**config.mk**
```make
export PLATFORM = sky130hd
export DESIGN_NAME = symbol_serializer_flat
export DESIGN_NICKNAME = d
export VERILOG_FILES = /design/src/rtl/sym_ser_if.sv /design/src/rtl/symbol_serializer.sv /design/src/flat_wrapper.sv
export SDC_FILE = /design/constraint.sdc
export NUM_CORES = 1
export LEC_CHECK = 0
export ABC_AREA = 0
export ABC_CLOCK_PERIOD_IN_PS = 2130
export BUFFER_PORTS_ARGS = -buffer_cell sky130_fd_sc_hd__buf_2
export CAP_MARGIN = 20
export CELL_PAD_IN_SITES_DETAIL_PLACEMENT = 1
export CELL_PAD_IN_SITES_GLOBAL_PLACEMENT = 2
export CORE_UTILIZATION = 32
export CTS_BUF_LIST = sky130_fd_sc_hd__clkbuf_2
export DETAILED_ROUTE_END_ITERATION = 8
export PLACE_DENSITY = 0.76
export SLEW_MARGIN = 20
export SYNTH_ARGS = -nofsm -noshare
export SYNTH_HDL_FRONTEND = slang
export SYNTH_SLANG_ARGS = --single-unit
```
**constraint.sdc**
```tcl
create_clock -name clk -period 2.13 [get_ports clk]
set_clock_uncertainty 0.15 [all_clocks]
set_input_delay 0 -clock clk [delete_from_list [all_inputs] [get_ports clk]]
set_output_delay 0 -clock clk [all_outputs]
set_load 0.005 [all_outputs]
```
**src/rtl/sym_ser_if.sv**
```systemverilog
// sym_ser_if: word-in / symbol-out handshake bundle for symbol_serializer
interface sym_ser_if;
  logic        in_valid;
  logic        in_ready;
  logic [49:0] in_data;
  logic [3:0]  in_count;
  logic        out_valid;
  logic        out_ready;
  logic [4:0]  out_sym;
  logic        out_last;
  logic        err;
  modport slave (
    input  in_valid, in_data, in_count, out_ready,
    output in_ready, out_valid, out_sym, out_last, err
  );
  modport master (
    output in_valid, in_data, in_count, out_ready,
    input  in_ready, out_valid, out_sym, out_last, err
  );
endinterface

```
**src/rtl/symbol_serializer.sv**
```systemverilog
// symbol_serializer: splits a 50-bit word into up to ten 5-bit symbols; SYM_SER_OVERLAP_EN enables zero-bubble reload
module symbol_serializer (
  input  logic     clk,
  input  logic     rst,
  sym_ser_if.slave bus
);
  typedef enum logic {IDLE, DRAIN} state_t;
  state_t      state, state_nx;
  logic [49:0] buffer;
  logic [3:0]  rem;
  logic        last_q, err_q;
  logic        legal, take, load, drop, done, shift;
  assign legal = bus.in_count != 4'd0 && bus.in_count <= 4'd10;
  assign take  = bus.in_valid & bus.in_ready;
  assign load  = take & legal;
  assign drop  = take & ~legal;
  assign done  = state == DRAIN && bus.out_ready && rem == 4'd1;
  assign shift = state == DRAIN && bus.out_ready && rem > 4'd1;
  assign bus.out_sym  = buffer[4:0];
  assign bus.out_last = last_q;
  assign bus.err      = err_q;
  // state register
  always_ff @(posedge clk or posedge rst)
    if (rst) state <= IDLE;
    else     state <= state_nx;
  // next state: a new word can only start from IDLE or on the final symbol
  always_comb begin
    state_nx = (state == IDLE || done) ? (load ? DRAIN : IDLE) : state;
  end
  // outputs: accept only when nothing is pending (or on the last symbol when overlapping)
  always_comb begin
`ifdef SYM_SER_OVERLAP_EN
    bus.in_ready  = state == IDLE ? ~rst : bus.out_ready & (rem == 4'd1);
`else
    bus.in_ready  = state == IDLE & ~rst;
`endif
    bus.out_valid = state == DRAIN;
  end
  // datapath: capture word, shift one symbol out per accepted transfer, flag dropped words
  always_ff @(posedge clk or posedge rst)
    if (rst) begin
      buffer <= '0;
      rem    <= '0;
      last_q <= 1'b0;
      err_q  <= 1'b0;
    end else begin
      err_q <= drop;
      if (load) begin
        buffer <= bus.in_data;
        rem    <= bus.in_count;
        last_q <= bus.in_count == 4'd1;
      end else if (shift) begin
        buffer <= {5'd0, buffer[49:5]};
        rem    <= rem - 4'd1;
        last_q <= rem == 4'd2;
      end
    end
endmodule

```
**src/flat_wrapper.sv**
```systemverilog
// flat-port wrapper written by rule: the top's interface ports become plain ports
module symbol_serializer_flat 
  (clk, rst, bus_in_valid, bus_in_data, bus_in_count, bus_out_ready, bus_in_ready, bus_out_valid, bus_out_sym, bus_out_last, bus_err);
  sym_ser_if bus_i ();
  input  logic clk;
  input  logic rst;
  input wire logic [$bits(bus_i.in_valid)-1:0] bus_in_valid;
  input wire logic [$bits(bus_i.in_data)-1:0] bus_in_data;
  input wire logic [$bits(bus_i.in_count)-1:0] bus_in_count;
  input wire logic [$bits(bus_i.out_ready)-1:0] bus_out_ready;
  output wire logic [$bits(bus_i.in_ready)-1:0] bus_in_ready;
  output wire logic [$bits(bus_i.out_valid)-1:0] bus_out_valid;
  output wire logic [$bits(bus_i.out_sym)-1:0] bus_out_sym;
  output wire logic [$bits(bus_i.out_last)-1:0] bus_out_last;
  output wire logic [$bits(bus_i.err)-1:0] bus_err;
  assign bus_i.in_valid = bus_in_valid;
  assign bus_i.in_data = bus_in_data;
  assign bus_i.in_count = bus_in_count;
  assign bus_i.out_ready = bus_out_ready;
  assign bus_in_ready = bus_i.in_ready;
  assign bus_out_valid = bus_i.out_valid;
  assign bus_out_sym = bus_i.out_sym;
  assign bus_out_last = bus_i.out_last;
  assign bus_err = bus_i.err;
  symbol_serializer u_core (.clk(clk), .rst(rst), .bus(bus_i));
endmodule
```
# After elaboration in Yosys (flattened, before gate mapping)

Index checks and enable logic that the tools add are counted.

Register bits after elaboration: 57
Bits of input ports: 58
Output and inout bits: 9
Word-level logic and storage cells: 32

$add $sub $neg: 1
$lt $le $gt $ge: 2
Eq/ne operators: 3
Mux-type cells: 7
Bitwise logic cells: 7
Reduce and logical (&&, ||, !) cells: 7

Operators by type and width:

| cell                  | number |
|---|---|
| $mux W50              | 2 |
| $eq A4 B1 Y1 const B  | 2 |
| $mux W4               | 2 |
| $and A1 B1 Y1         | 4 |
| $eq A4 B2 Y1 const B  | 1 |
| $gt A4 B1 Y1 const B  | 1 |
| $le A4 B4 Y1 const B  | 1 |
| $logic_and A1 B1 Y1   | 4 |
| $reduce_bool A4 Y1    | 1 |
| $sub A4 B1 Y4 const B | 1 |
| $mux W1               | 3 |
| $not A1 Y1            | 3 |
| $reduce_bool A2 Y1    | 1 |
| $logic_or A1 B1 Y1    | 1 |

# Longest topological paths before layout

Depth in word-level cells: 5
Mapped depth: 8
Mapped depth without buffers: 6

# Worst setup path before layout

No wires, ideal clock.

Path type: register -> register
From: register u_core.rem[0]
To: register u_core.rem[2]
Library setup time: 0.124 ns
Arrival time: 1.777 ns
Slack: 0.079 ns
Cell stages (with the launch flop): 9
Period minus slack after synthesis: 2.051 ns
Cell sequence: dfrtp_1 -> inv_1 -> ha_1 -> nor2_1 -> o311a_1 -> buf_2 -> clkbuf_1 -> a32o_1 -> a211o_1

Longest elaborated chain between the ends: 3
Elaborated cells on any way between the ends: 6
Classes of those cells: add/sub: 1; order compare: 1; mux: 2; reduce/logical: 2

Ends and longest elaborated chain:

| what                                                  | RTL line                                         | source |
|---|---|---|
| start: declaration                                    | symbol_serializer.sv:10                          | `logic [3:0] rem;` |
| start signal: assignment                              | symbol_serializer.sv:50                          | `rem <= bus.in_count;` |
| start signal: assignment                              | symbol_serializer.sv:54                          | `rem <= rem - 4'd1;` |
| $sub A4 B1 Y4 / $gt A4 B1 Y1 (equally long branches)  | symbol_serializer.sv:54, symbol_serializer.sv:18 |  |
| $mux W4 / $logic_and A1 B1 Y1 (equally long branches) | symbol_serializer.sv:52, symbol_serializer.sv:18 |  |
| $mux W4 / $reduce_bool A2 Y1 (equally long branches)  | n/a                                              |  |

Several ways; a longest one is shown, not always the timed one. The select of a mux whose other input is x is not followed.
A chain may end at the register's enable or synchronous reset.

# Worst setup path after layout

From: input port bus_in_count[1]
To: register u_core.err_q, in the netlist u_core.bus.err

Longest elaborated chain between the ends: 4
Elaborated cells on any way between the ends: 5
Classes of those cells: order compare: 1; bitwise: 2; reduce/logical: 2

Ends and longest elaborated chain:

| what                                                      | RTL line                | source |
|---|---|---|
| start: declaration                                        | flat_wrapper.sv:9       | `input wire logic [$bits(bus_i.in_count)-1:0] bus_in_count;` |
| $le A4 B4 Y1 / $reduce_bool A4 Y1 (equally long branches) | symbol_serializer.sv:13 | `assign legal = bus.in_count != 4'd0 && bus.in_count <= 4'd10;` |
| $logic_and A1 B1 Y1 (*)                                   | symbol_serializer.sv:13 |  |
| $not A1 Y1 (*)                                            | symbol_serializer.sv:16 | `assign drop = take & ~legal;` |
| $and A1 B1 Y1 (*)                                         | symbol_serializer.sv:16 |  |
| net u_core.drop                                           | symbol_serializer.sv:12 | `logic legal, take, load, drop, done, shift;` |
| end signal: assignment                                    | symbol_serializer.sv:47 | `err_q <= drop;` |
| end: declaration                                          | symbol_serializer.sv:11 | `logic last_q, err_q;` |

The timed path passes the listed nets; every way through them passes the cells marked *.

==> impl_metrics.json <==
{
  "run_status": "finished, final reports clean",
  "irDropWorstVdd_uv": 608,
  "synthCells": 228,
  "core-area_um2": 7850,
  "yosysWarnings": 0,
  "max_stage_delay_ns": 0.64,
  "gp_congestion": 0.804,
  "numPortBuffers": 66,
  "synth_top_cell_area_share_pct": 53.9,
  "cts.sinks": 57,
  "place_area_um2": 3090,
  "row_count": 32,
  "max_freq_mhz": 478,
  "finalPower_mw": 3.98,
  "wl_mm": 7.18,
  "cellLeakagePower_nw": 2.05,
  "dp_slack_ns": 0.0661,
  "powerDensity_nw_per_um2": 1040,
  "fp.dieArea_um2": 8630,
  "synth_seq_area_share_pct": 53.9,
  "timing.rr.start": "u_core.bus.out_valid",
  "final_cell_mix": "buf_2, dlygate4sd3_1, dfrtp_1",
  "hold_viol": 0,
  "insertion_delay_ns": 0.45,
  "critPathLaunch": "bus_in_count[1]",
  "first_global_vias": 2380,
  "die_w_um": 92.9,
  "setup_slack_ns": 0.0391,
  "crit_arrival_ns": 2.34,
  "diodes": 0,
  "viasPerCell": 4.97,
  "synth.avg_cell_area_um2": 11.6,
  "grt_usage_pct": 17.5,
  "wl_per_cell_um": 15.6,
  "cts_root_buf": "clkbuf_2",
  "critPathKind": "primary input to flip-flop",
  "holdWs_ns": 0.0387,
  "drive_above_1_share_pct": 27.3,
  "grt_max_degree": 61,
  "first_pass_iters": 4,
  "cts_tree": "built",
  "path_clk_slew_ns": 0.17,
  "area_growth_pct": 44.5,
  "max-clock-path-buffers": 2,
  "critPathBufInv": 4,
  "grt_first_pass_wirelength_mm": 11.5,
  "critical_path.cell_chain": "dlygate4sd3_1 -> nor4_4 -> buf_4 -> a21oi_1 -> dlygate4sd3_1 -> nor2_1 -> dlygate4sd3_1",
  "final_common_cell": "buf_2",
  "synth_area_leader_cell": "dfrtp_1",
  "yosysUniqueCellTypes": 31,
  "synth_area_um2": 2650,
  "antenna_found_initial": 0,
  "overflow": 0,
  "min-delay-path-class": "primary input to asynchronous set/reset pin",
  "fill_cells": 879,
  "vias": 2291,
  "drt_iter0_drc": 68,
  "post-dp-hpwl_mm": 4.32,
  "layout.nets": 416,
  "ys_ff_latch": 57,
  "synth_area_leaders": "dfrtp_1, a22o_1, a21o_1",
  "max_slew_margin_pct": 56.5,
  "die_height_um": 92.9,
  "final-max-slew-violation-count": 0,
  "slowest_stage": "dlygate4sd3_1",
  "start_util_pct": 33.7,
  "ios": 67,
  "post-route-min-period_ns": 2.09,
  "crit_top_cell": "dlygate4sd3_1",
  "path_max_fanout": 4,
  "ant_nets": 0,
  "required_ns": 2.38,
  "synth_nets": 289,
  "worst_pin_slew_ns": 0.651,
  "path_delay_family": "buffers and inverters",
  "stdcell_area_um2": 3820,
  "drc": 0,
  "worstSetupEndpointType": "flip-flop",
  "cts_buffers": 9,
  "final_core_util_pct": 48.7,
  "setup_violations": 0,
  "h-tree-depth": 3,
  "cp-start-kind": "primary input",
  "maxCapViolCount": 0,
  "min_period_over_period_pct": 98.2
}
[kinds of logic after synthesis]
logic type	after synthesis	synth area share, %
xor gates and xnor gates	1	0.331
buffers and inverters	26	6.10
and+or+nand+nor	31	5.20
DFF	57	53.9
AOI/OAI and AO/OA	105	31.1
muxes	5	1.89
adders and majority gates	3	1.42
[area by class of cell]
cell class	instances	area (um2)	area share [%]
clock inverters	4	21.3	0.556
multi-input cells	145	1100	28.7
inverters	4	15.0	0.393
well taps	102	128	3.34
clock buffers	11	55.1	1.44
repair buffers	138	1080	28.2
flip-flops and latches	57	1430	37.3
[repair_timing]
item                       in CTS  in global routing
hold buffers                   59                  1
setup buffers                   0                  2
setup endpoints to repair       0                 41
resized for setup               0                  7
hold endpoints to repair      114                  1
[state kept, by name (all words and copies together) (netlist names)]
signal	count
u_core.bus.err	1
u_core.bus.out_last	1
u_core.rem	4
u_core.bus.out_valid	1
u_core.buffer	50
[final timing paths]
check / cells after the start / slack (ns) / endpoint
max: 7 / 0.04 / u_core.bus.err
min: 3 / 0.04 / u_core.buffer[16]
max reg2reg: 5 / 0.09 / u_core.buffer[15]
min reg2reg: 1 / 0.34 / u_core.buffer[0]
max in group asynchronous: 4 / 1.13 / u_core.buffer[22]
min in group clk: 3 / 0.09 / u_core.bus.out_last
[per-stage QoR]
step / cells / setup TNS, ns
6_report: 461 / 0
5_1_grt: 461 / -0.507
4_1_cts: 459 / 0
3_5_place_dp: 385 / 0
3_3_place_gp: 385 / 0
2_1_floorplan: 228 / 0
[cell usage after synthesis]
cell       n
a211o_1    1
nand3_1    1
o311a_1    1
a21o_1    42
a211oi_2   1
buf_2      6
xnor2_1    1
a22o_1    40
inv_1      4
clkbuf_1   4
a32o_1     1
buf_4      7
nor2_1     7
and3_1     1
ha_1       3
buf_6      4
dfrtp_1   57
a21oi_1    3
o311ai_1   1
or3b_1     1
nand2_1   17
o32a_1     1
buf_1      1
nor2_4     1
o41ai_1    1
nor3_1     2
a221o_1    1
a41oi_1    1
mux2i_1    5
o21ai_1   11
nor4_1     1
[layer usage]
metal / global-route usage (%) / share of wire (%) / wire length (um)
met1: 21.4 / 46 / 3290
met5: 0 / 0 / 0
met4: 5.00 / 0.47 / 34
met2: 29.9 / 50 / 3600
met3: 5.01 / 3.5 / 254
[worst register-to-register path: stages (launching register included)]
cell and delay (ns):
dfrtp_1 0.40, or3b_1 0.48, a211oi_4 0.40, clkbuf_16 0.31, a22o_1 0.17, a21o_1 0.09
[where the power goes]
| group | internal (mW) | switching, mW |
|---|---|---|
| Combinational | 0.872 | 0.743 |
| Sequential | 1.53 | 0.289 |
| Clock | 0.150 | 0.389 |
No activity file was read; power rests on OpenSTA's default activity.
